===== src/rtl/cajero_param.sv =====
// -----------------------------------------------------------------------------
// cajero_param -- ATM transaction controller.
//
// A card session runs IDLE -> PIN -> VERIFICAR -> MONTO -> FIN. The PIN is
// collected one BCD digit at a time and compared against PIN_CORRECTO.
// Wrong PINs are counted; the last allowed try raises ADVERTENCIA, and the
// try after that locks the card (BLOQUEADO). A deposit saturates at the
// full-scale balance. A withdrawal larger than the balance is refused.
//
// Optional feature, selected by the macro CAJERO_DESBLOQUEO_EN: the lockout
// clears itself after TIMEOUT_CYCLES cycles. Without the macro, only reset
// leaves BLOQUEADO.
//
// Ports:
//   clock, reset             rising-edge clock, asynchronous active-low reset
//   TARJETA_RECIBIDA         card present (level)
//   DIGITO_STB / DIGITO      PIN digit strobe and BCD digit
//   PIN_CORRECTO             expected PIN, first digit in the MS nibble
//   MONTO_STB / MONTO        amount strobe and amount
//   TIPO_TRANS               0 = deposit, 1 = withdrawal (sampled with MONTO_STB)
//   BALANCE_INICIAL          balance before the transaction
//   BALANCE_ACTUALIZADO      resulting balance, held until the next update
//   BALANCE_STB, ENTREGAR_DINERO, PIN_INCORRECTO, FONDOS_INSUFICIENTES
//                            one-cycle pulses
//   ADVERTENCIA, BLOQUEO     levels
// -----------------------------------------------------------------------------
module cajero_param #(
    parameter int N_DIGITS       = 4,
    parameter int BAL_W          = 64,
    parameter int MAX_INTENTOS   = 3,
    parameter int TIMEOUT_CYCLES = 1000
) (
    input  logic                  clock,
    input  logic                  reset,
    input  logic                  TARJETA_RECIBIDA,
    input  logic                  TIPO_TRANS,
    input  logic                  DIGITO_STB,
    input  logic [3:0]            DIGITO,
    input  logic [4*N_DIGITS-1:0] PIN_CORRECTO,
    input  logic                  MONTO_STB,
    input  logic [BAL_W-1:0]      MONTO,
    input  logic [BAL_W-1:0]      BALANCE_INICIAL,
    output logic [BAL_W-1:0]      BALANCE_ACTUALIZADO,
    output logic                  BALANCE_STB,
    output logic                  ENTREGAR_DINERO,
    output logic                  PIN_INCORRECTO,
    output logic                  ADVERTENCIA,
    output logic                  BLOQUEO,
    output logic                  FONDOS_INSUFICIENTES
);

    localparam int CNT_W = $clog2(N_DIGITS + 1);
    localparam int FW    = $clog2(MAX_INTENTOS + 1);

    // Reject configurations that the counters cannot represent.
    generate
        if (N_DIGITS < 1 || N_DIGITS > 8 || MAX_INTENTOS < 2 || TIMEOUT_CYCLES < 1) begin : g_bad_cfg
            $error("cajero_param: invalid parameter set");
        end
    endgenerate

    typedef enum logic [2:0] {
        S_IDLE, S_PIN, S_VERIFICAR, S_MONTO, S_FIN, S_BLOQUEADO
    } state_t;

    state_t                  state_q, state_d;
    logic [CNT_W-1:0]        cnt_q, cnt_d;
    logic [4*N_DIGITS-1:0]   pin_sr_q, pin_sr_d;
    logic [FW-1:0]           fail_q, fail_d;
    logic [BAL_W-1:0]        bal_q, bal_d;
    logic                    bal_stb_q, bal_stb_d;
    logic                    entregar_q, entregar_d;
    logic                    pin_inc_q, pin_inc_d;
    logic                    adv_q, adv_d;
    logic                    bloq_q, bloq_d;
    logic                    fondos_q, fondos_d;
`ifdef CAJERO_DESBLOQUEO_EN
    localparam int TMR_W = $clog2(TIMEOUT_CYCLES + 1);
    logic [TMR_W-1:0]        tmr_q, tmr_d;
`endif

    logic [4*N_DIGITS+3:0]   shifted;
    logic [BAL_W:0]          sum;
    logic [FW-1:0]           fail_inc;

    always_comb begin
        shifted  = {pin_sr_q, DIGITO};
        // Extra MSB catches the carry for deposit saturation.
        sum      = {1'b0, BALANCE_INICIAL} + {1'b0, MONTO};
        fail_inc = fail_q + FW'(1);

        state_d    = state_q;
        cnt_d      = cnt_q;
        pin_sr_d   = pin_sr_q;
        fail_d     = fail_q;
        bal_d      = bal_q;
        adv_d      = adv_q;
        bloq_d     = bloq_q;
        bal_stb_d  = 1'b0;
        entregar_d = 1'b0;
        pin_inc_d  = 1'b0;
        fondos_d   = 1'b0;
`ifdef CAJERO_DESBLOQUEO_EN
        tmr_d      = tmr_q;
`endif

        case (state_q)
            S_IDLE: begin
                if (TARJETA_RECIBIDA) begin
                    state_d  = S_PIN;
                    cnt_d    = '0;
                    pin_sr_d = '0;
                end
            end
            S_PIN: begin
                if (!TARJETA_RECIBIDA) begin
                    state_d = S_IDLE;
                end else if (DIGITO_STB) begin
                    pin_sr_d = shifted[4*N_DIGITS-1:0];
                    cnt_d    = cnt_q + CNT_W'(1);
                    if (cnt_q == CNT_W'(N_DIGITS - 1))
                        state_d = S_VERIFICAR;
                end
            end
            S_VERIFICAR: begin
                if (!TARJETA_RECIBIDA) begin
                    state_d = S_IDLE;
                end else if (pin_sr_q == PIN_CORRECTO) begin
                    state_d = S_MONTO;
                    fail_d  = '0;
                    adv_d   = 1'b0;
                end else begin
                    fail_d    = fail_inc;
                    pin_inc_d = 1'b1;
                    cnt_d     = '0;
                    if (fail_inc == FW'(MAX_INTENTOS)) begin
                        state_d = S_BLOQUEADO;
                        bloq_d  = 1'b1;
                        adv_d   = 1'b0;
`ifdef CAJERO_DESBLOQUEO_EN
                        tmr_d   = '0;
`endif
                    end else begin
                        state_d = S_PIN;
                        if (fail_inc == FW'(MAX_INTENTOS - 1))
                            adv_d = 1'b1;
                    end
                end
            end
            S_MONTO: begin
                if (!TARJETA_RECIBIDA) begin
                    state_d = S_IDLE;
                end else if (MONTO_STB) begin
                    state_d = S_FIN;
                    if (!TIPO_TRANS) begin
                        bal_d     = sum[BAL_W] ? '1 : sum[BAL_W-1:0];
                        bal_stb_d = 1'b1;
                    end else if (MONTO <= BALANCE_INICIAL) begin
                        bal_d      = BALANCE_INICIAL - MONTO;
                        bal_stb_d  = 1'b1;
                        entregar_d = 1'b1;
                    end else begin
                        fondos_d = 1'b1;
                    end
                end
            end
            S_FIN: begin
                if (!TARJETA_RECIBIDA)
                    state_d = S_IDLE;
            end
            S_BLOQUEADO: begin
`ifdef CAJERO_DESBLOQUEO_EN
                // BLOQUEO is high for exactly TIMEOUT_CYCLES cycles.
                if (tmr_q == TMR_W'(TIMEOUT_CYCLES - 1)) begin
                    state_d = S_IDLE;
                    bloq_d  = 1'b0;
                    fail_d  = '0;
                end else begin
                    tmr_d = tmr_q + TMR_W'(1);
                end
`endif
            end
            default: state_d = S_IDLE;
        endcase
    end

    always_ff @(posedge clock or negedge reset) begin
        if (!reset) begin
            state_q    <= S_IDLE;
            cnt_q      <= '0;
            pin_sr_q   <= '0;
            fail_q     <= '0;
            bal_q      <= '0;
            bal_stb_q  <= 1'b0;
            entregar_q <= 1'b0;
            pin_inc_q  <= 1'b0;
            adv_q      <= 1'b0;
            bloq_q     <= 1'b0;
            fondos_q   <= 1'b0;
`ifdef CAJERO_DESBLOQUEO_EN
            tmr_q      <= '0;
`endif
        end else begin
            state_q    <= state_d;
            cnt_q      <= cnt_d;
            pin_sr_q   <= pin_sr_d;
            fail_q     <= fail_d;
            bal_q      <= bal_d;
            bal_stb_q  <= bal_stb_d;
            entregar_q <= entregar_d;
            pin_inc_q  <= pin_inc_d;
            adv_q      <= adv_d;
            bloq_q     <= bloq_d;
            fondos_q   <= fondos_d;
`ifdef CAJERO_DESBLOQUEO_EN
            tmr_q      <= tmr_d;
`endif
        end
    end

    assign BALANCE_ACTUALIZADO  = bal_q;
    assign BALANCE_STB          = bal_stb_q;
    assign ENTREGAR_DINERO      = entregar_q;
    assign PIN_INCORRECTO       = pin_inc_q;
    assign ADVERTENCIA          = adv_q;
    assign BLOQUEO              = bloq_q;
    assign FONDOS_INSUFICIENTES = fondos_q;

endmodule


===== config.mk =====
export PLATFORM = sky130hd
export DESIGN_NAME = cajero_param
export DESIGN_NICKNAME = d
export VERILOG_FILES = /design/src/rtl/cajero_param.sv
export SDC_FILE = /design/constraint.sdc
export NUM_CORES = 1
export LEC_CHECK = 0
export BUFFER_PORTS_ARGS = -buffer_cell sky130_fd_sc_hd__buf_2
export CAP_MARGIN = 20
export CORE_MARGIN = 4
export CORE_UTILIZATION = 40
export CTS_CLUSTER_DIAMETER = 50
export DETAILED_ROUTE_END_ITERATION = 10
export PLACE_DENSITY_LB_ADDON = 0.15
export RECOVER_POWER = 50
export SLEW_MARGIN = 20
export SYNTH_ARGS = -nofsm -noshare
export SYNTH_HDL_FRONTEND = slang
export SYNTH_SLANG_ARGS = --single-unit

===== constraint.sdc =====
create_clock -name clock -period 2.2 [get_ports clock]
set_input_delay 0.55 -clock clock [delete_from_list [all_inputs] [get_ports clock]]
set_output_delay 0.55 -clock clock [all_outputs]
set_load 0.005 [all_outputs]

* Yosys cells after proc, flatten, opt, wreduce, memory -nomap -nowiden
Index checks and enable logic that the tools add are counted.
Word-level totals: register bits 94, input bits 154, output and inout port bits 70, logic and storage cells 93
Operators by class: add/subtract/negate cells 4, order comparisons 1, equal/unequal tests 19, multiplexer cells 45, bitwise gates (word level) 2, reductions and logical operators 11
Operator list (number):
- two-way mux 64 bit | 3
- adder 64 x 64 -> 65 bit | 1
- <= comparator 64 bit | 1
- subtractor 64 bit | 1
- two-way mux 16 bit | 3
- two-way mux 3 bit | 15
- case mux 16 bit (2 select lines) | 1
- two-way mux 1 bit | 20
- case mux 3 bit (6 select lines) | 1
- == test 16 bit | 1
- inequality test 2 bit, second input constant | 6
- AND reduction 4 bit | 3
- AND reduction 6 bit | 2
- == test 3 x 2 -> 1 bit, second input constant | 3
- inequality test 3 bit, second input constant | 3
- case mux 3 bit (3 select lines) | 1
- == test 3 bit, second input constant | 2
- nonzero test 3 bit | 2
- == test 2 bit, second input constant | 2
- adder 3 x 1 -> 3 bit, second input constant | 1
- == test 3 x 1 -> 1 bit, second input constant | 1
- logical NOT 3 bit | 1
- AND reduction 3 bit | 1
- adder 2 x 1 -> 2 bit, second input constant | 1
- other kinds (5) | 6

* Logic depth before layout (Yosys ltp)
depth after elaboration 6, mapped depth 17

* Least setup slack after synthesis
OpenSTA, ideal clock, no wires.
kind input-to-reg, from input port MONTO[0], to register bal_q[42] (netlist: BALANCE_ACTUALIZADO[42]), setup time 129 ps, data arrival time 3224 ps, data required time 2071 ps, slack -1154 ps, cell stages on the path 14, buffers on the path 1, cell sequence ha_1 > fa_1 > nor2b_1 > o211ai_2 > a21oi_2 > o21ai_2 > o211ai_2 > a221o_1 > a22o_1 > or2_1 > buf_6 > or3_1 > o211ai_1 > a31oi_1
Between the ends: longest elaborated chain between the ends 3, elaborated cells on any way between the ends 8
Ends and longest elaborated chain:
- from (decl) | line 41 | input logic [BAL_W-1:0] MONTO,
- <= comparator 64 bit (tied with other cells) | line 158 | end else if (MONTO <= BALANCE_INICIAL) begin
- inequality test 2 x 1 -> 1 bit (no source line) (tied with other cells)
- AND reduction 4 bit (no source line) or two-way mux 64 bit (tied branches)
- to (signal assigned) | line 208 | bal_q <= bal_d;
- to (decl) | line 70 | logic [BAL_W-1:0] bal_q, bal_d;
Parallel ways exist; a longest one is shown, timed or not. The select of a mux whose other input is x is not followed. A chain may end at the register's enable or synchronous reset.

* Worst setup path after layout
from input port BALANCE_INICIAL[35], to register bal_q[56] (netlist: BALANCE_ACTUALIZADO[56])
Between the ends: longest elaborated chain between the ends 3, elaborated cells on any way between the ends 8
Ends and longest elaborated chain:
- from (decl) | line 42 | input logic [BAL_W-1:0] BALANCE_INICIAL,
- <= comparator 64 bit (tied with other cells) | line 158
- inequality test 2 x 1 -> 1 bit (no source line) (tied with other cells)
- AND reduction 4 bit (no source line) or two-way mux 64 bit (tied branches)
Parallel ways exist; a longest one is shown, timed or not. The select of a mux whose other input is x is not followed.

==> impl_metrics.toml <==
[finish]
layout_common_cells = "buf_4, buf_2, a21oi_1"
diodes = 0
layout-drive-gt1-share_pct = 48.90
num-nets-final = 2729
mostFrequentLayoutCell = "buf_4"
fillers = 2483
seqCellArea_sq_um = 2352
area_delta_synth_final_pct = 72.31
multi_input_area_sq_um = 10550
final_area_sq_um = 20890

[placed_design]
io_buffer_count = 223
place_hpwl_mm = 42.11
placed_area_sq_um = 18180
gp_congestion = 0.9865

[clocking]
clock-root-buffer = "clkbuf_16"
clk_latency_ns = 0.40
cts_sinks = 94
cts_buffers = 9
htreeDepth = 3
cts_tree = "yes"
path_clk_slew_ns = 0.09
clockBufferDepth = 2

[power_and_ir_drop]
p_per_area_nw_per_um2 = 582.8
vdd_drop_max_v = 0.0006140
power.switching_uw = 5207
seq_power_share_pct = 26.0
p_int_uw = 6967
power_leakage_uw = 0.01005
swShare_pct = 42.77
pwr-share-clk_pct = 14.7
power_frac_comb_pct = 59.3

[floorplan]
rows = 63
die_h_um = 182.1
core_area_sq_um = 29800
initial_core_util_pct = 40.69
die_area_sq_um = 33160
io_pins = 224
die_w_um = 182.1

[outcome]
violations = "max-slew violations, negative setup slack"
outcome = "complete, but fails checks"

[sta]
hold_viol = 0
clock_skew_ns = 0.009684
min_period_over_period_pct = 148.5
final_max_slew_viol_count = 18
worst_pin_slew_ns = 1.503
fmax_mhz = 306.2
rsz0062_at_grt = "true"
fin_crit_ns = 3.266
slew_headroom_pct = -0.2014
setup-violations-final = 67
worst_slack_ns = -1.066
holdWs_ns = 0.3816

[setup_path]
crit_fanout = 4
cp_top_family = "simple AND/OR/NAND/NOR gates"
arrival_ns = 3.56
worstPathCellList = "buf_2 > ha_4 > or4_4 > nor4b_4 > and2_4 > o21ai_2 > nand3_1 > o21ai_4 > buf_4 > buf_6 > a21oi_4 > a41oi_2 > xnor2_1 > a22oi_1 > mux2_2"
crit_slowest_cell = "or4_4"
worst-endpoint-required_ns = 2.49
cp-end-kind = "flop"
path_buf_inv = 3
crit_path_max_incr_delay_ns = 0.56
crit_type = "in -> reg"
start_kind = "primary input"

[global_routing]
grt.overflow.total = 0
grt.met1_usage_pct = 40.36
grt_pass1_vias = 16080
grt_use_met2_pct = 53.35
top_usage_layer = "met2"
grt_use_met3_pct = 3.986
grt_max_degree = 95
antenna_found_initial = 0
grt_pass1_wl_mm = 84.18
grt_usage_pct = 31.26

[run]
maxCapViolCount = 0

[synth]
syn_area_sq_um = 12120
yosys_register_bits = 94
synth_compound_area_share_pct = 31.68
synth_top_family_by_area = "compound AO/OA/AOI/OAI gates"
synthFlopType = "dfrtp_1"
ys_seq_area_share_pct = 19.40
syn-num-nets = 1915
synth_edf_count = 0
yosys.area_share.xor_xnor_pct = 6.358
yosys_warnings = 0
async_flop_share_pct = 100.0
synthSimpleGateAreaFrac_pct = 19.27
synth_fa_ha_area_share_pct = 13.95
synth_cell_types = 84
synthMuxAreaShare_pct = 1.125
syn_inst = 1627
syn_area_per_cell_sq_um = 7.451

[hold_path]
hold_class = "in -> reg"

[routing]
routed_via_density = 5.611
wl_per_cell_um = 19.30
initialDrtViolationCount = 1167
antenna_left = 0
firstDrtPassIters = 5
wl_mm = 54.73
drc = 0
num_vias = 15910
==> layout make-up <==
type / instances / area share, %
multi-input cells: 1295 / 50.49
flip-flops and latches: 94 / 11.26
clock inverters: 7 / 0.3294
inverters: 153 / 2.953
well taps: 390 / 2.336
repair buffers: 888 / 31.55
clock buffers: 9 / 1.078
==> path summary, 6_finish.rpt <==
kind	start	to	slack [ns]	depth (start not counted)
max	BALANCE_INICIAL[35]	BALANCE_ACTUALIZADO[56]$_DFFE_PN0P_	-1.07	15
min	DIGITO[1]	pin_sr_q[1]$_DFFE_PN0P_	0.38	2
max reg2reg	state_q[2]$_DFFE_PN0P_	BALANCE_ACTUALIZADO[50]$_DFFE_PN0P_	0.10	8
min reg2reg	cnt_q[0]$_DFFE_PN0P_	cnt_q[0]$_DFFE_PN0P_	0.48	1
max in group asynchronous	reset	BALANCE_ACTUALIZADO[0]$_DFFE_PN0P_	0.62	2
min in group asynchronous	reset	pin_sr_q[4]$_DFFE_PN0P_	0.63	2
==> sequential cells by signal, summed over array words and instances, names as in the netlist <==
register              cells
pin_sr_q                 16
fail_q                    2
FONDOS_INSUFICIENTES      1
ADVERTENCIA               1
state_q                   3
ENTREGAR_DINERO           1
cnt_q                     3
BALANCE_STB               1
PIN_INCORRECTO            1
BALANCE_ACTUALIZADO      64
BLOQUEO                   1
==> logic make-up (layout without fill, tap and decap cells) <==
group / after synthesis / in the layout
AO/OA/AOI/OAI: 584 / 584
XOR/XNOR: 88 / 88
adder cells (fa/ha/maj): 134 / 134
buffers and inverters: 239 / 1057
flip-flops: 94 / 94
multiplexers: 13 / 13
AND/OR/NAND/NOR: 475 / 476
==> layer usage <==
metal	part of all wire [%]	wire, um	vias up
met4	3.9	2137	0
li1	-	-	7542
met1	42	22870	7604
met2	48	26240	633
met3	6.4	3485	133
met5	0	0	-
==> synthesized netlist by cell type (all sizes together) (6+ instances only) <==
cell type / instances / area [sq um]
nand3: 27 / 135.1
o311ai: 14 / 122.6
xnor2: 83 / 727.0
o21a: 16 / 120.1
a22o: 17 / 148.9
nand4: 36 / 225.2
a31oi: 27 / 168.9
nor4: 31 / 215.2
buf: 61 / 325.3
or2: 7 / 43.80
a21o: 30 / 225.2
a221o: 6 / 60.06
a21oi: 201 / 1017
nand2: 89 / 334.1
nor2b: 27 / 168.9
nor2: 167 / 631.9
dfrtp: 94 / 2352
o21bai: 24 / 183.9
inv: 153 / 576.8
mux2i: 8 / 80.08
o22ai: 7 / 43.79
a221oi: 12 / 128.9
a211o: 8 / 70.07
nand2b: 20 / 125.1
o221ai: 6 / 52.55
ha: 132 / 1652
o31a: 8 / 70.07
o41ai: 7 / 76.32
a211oi: 14 / 105.1
o21ai: 99 / 499.2
nor3: 31 / 160.1
and2: 10 / 62.56
o31ai: 30 / 225.2
or3: 8 / 55.05
clkbuf: 25 / 93.84
o211ai: 10 / 85.08
==> stage by stage <==
stage               worst slack [ns]  instances  setup TNS, ns  utilization, %  power [uW]
finish                        -1.066       2836         -63.44           70.11       12170
global route                  -1.162       2836         -69.39           70.11       12930
CTS                          -0.9908       2818         -54.75           67.47       11580
detailed placement            -1.929       2762         -99.77           61.03        9202
global placement              -1.895       2762         -98.52           61.03        9096
floorplan                     -1.027       1627         -55.00               -        6021
==> timing repair <==
item,4_1_cts,5_1_grt
setup buffers,42,21
pin swaps,123,54
cloned,1,1
gates resized for setup,258,150
endpoints found under the setup margin,67,67
hold buffers,0,0
==> power by group through the flow <==
| stage | sequential [uW] | combinational [uW] | clock, uW |
|---|---|---|---|
| 2_1_floorplan | 2980 | 3050 | 0 |
| 3_3_place_gp | 3050 | 6050 | 0 |
| 3_5_place_dp | 3060 | 6140 | 0 |
| 4_1_cts | 3050 | 6740 | 1800 |
| 5_1_grt | 3250 | 7820 | 1860 |
| 6_report | 3170 | 7220 | 1790 |
No activity file was read; power rests on OpenSTA's default activity.
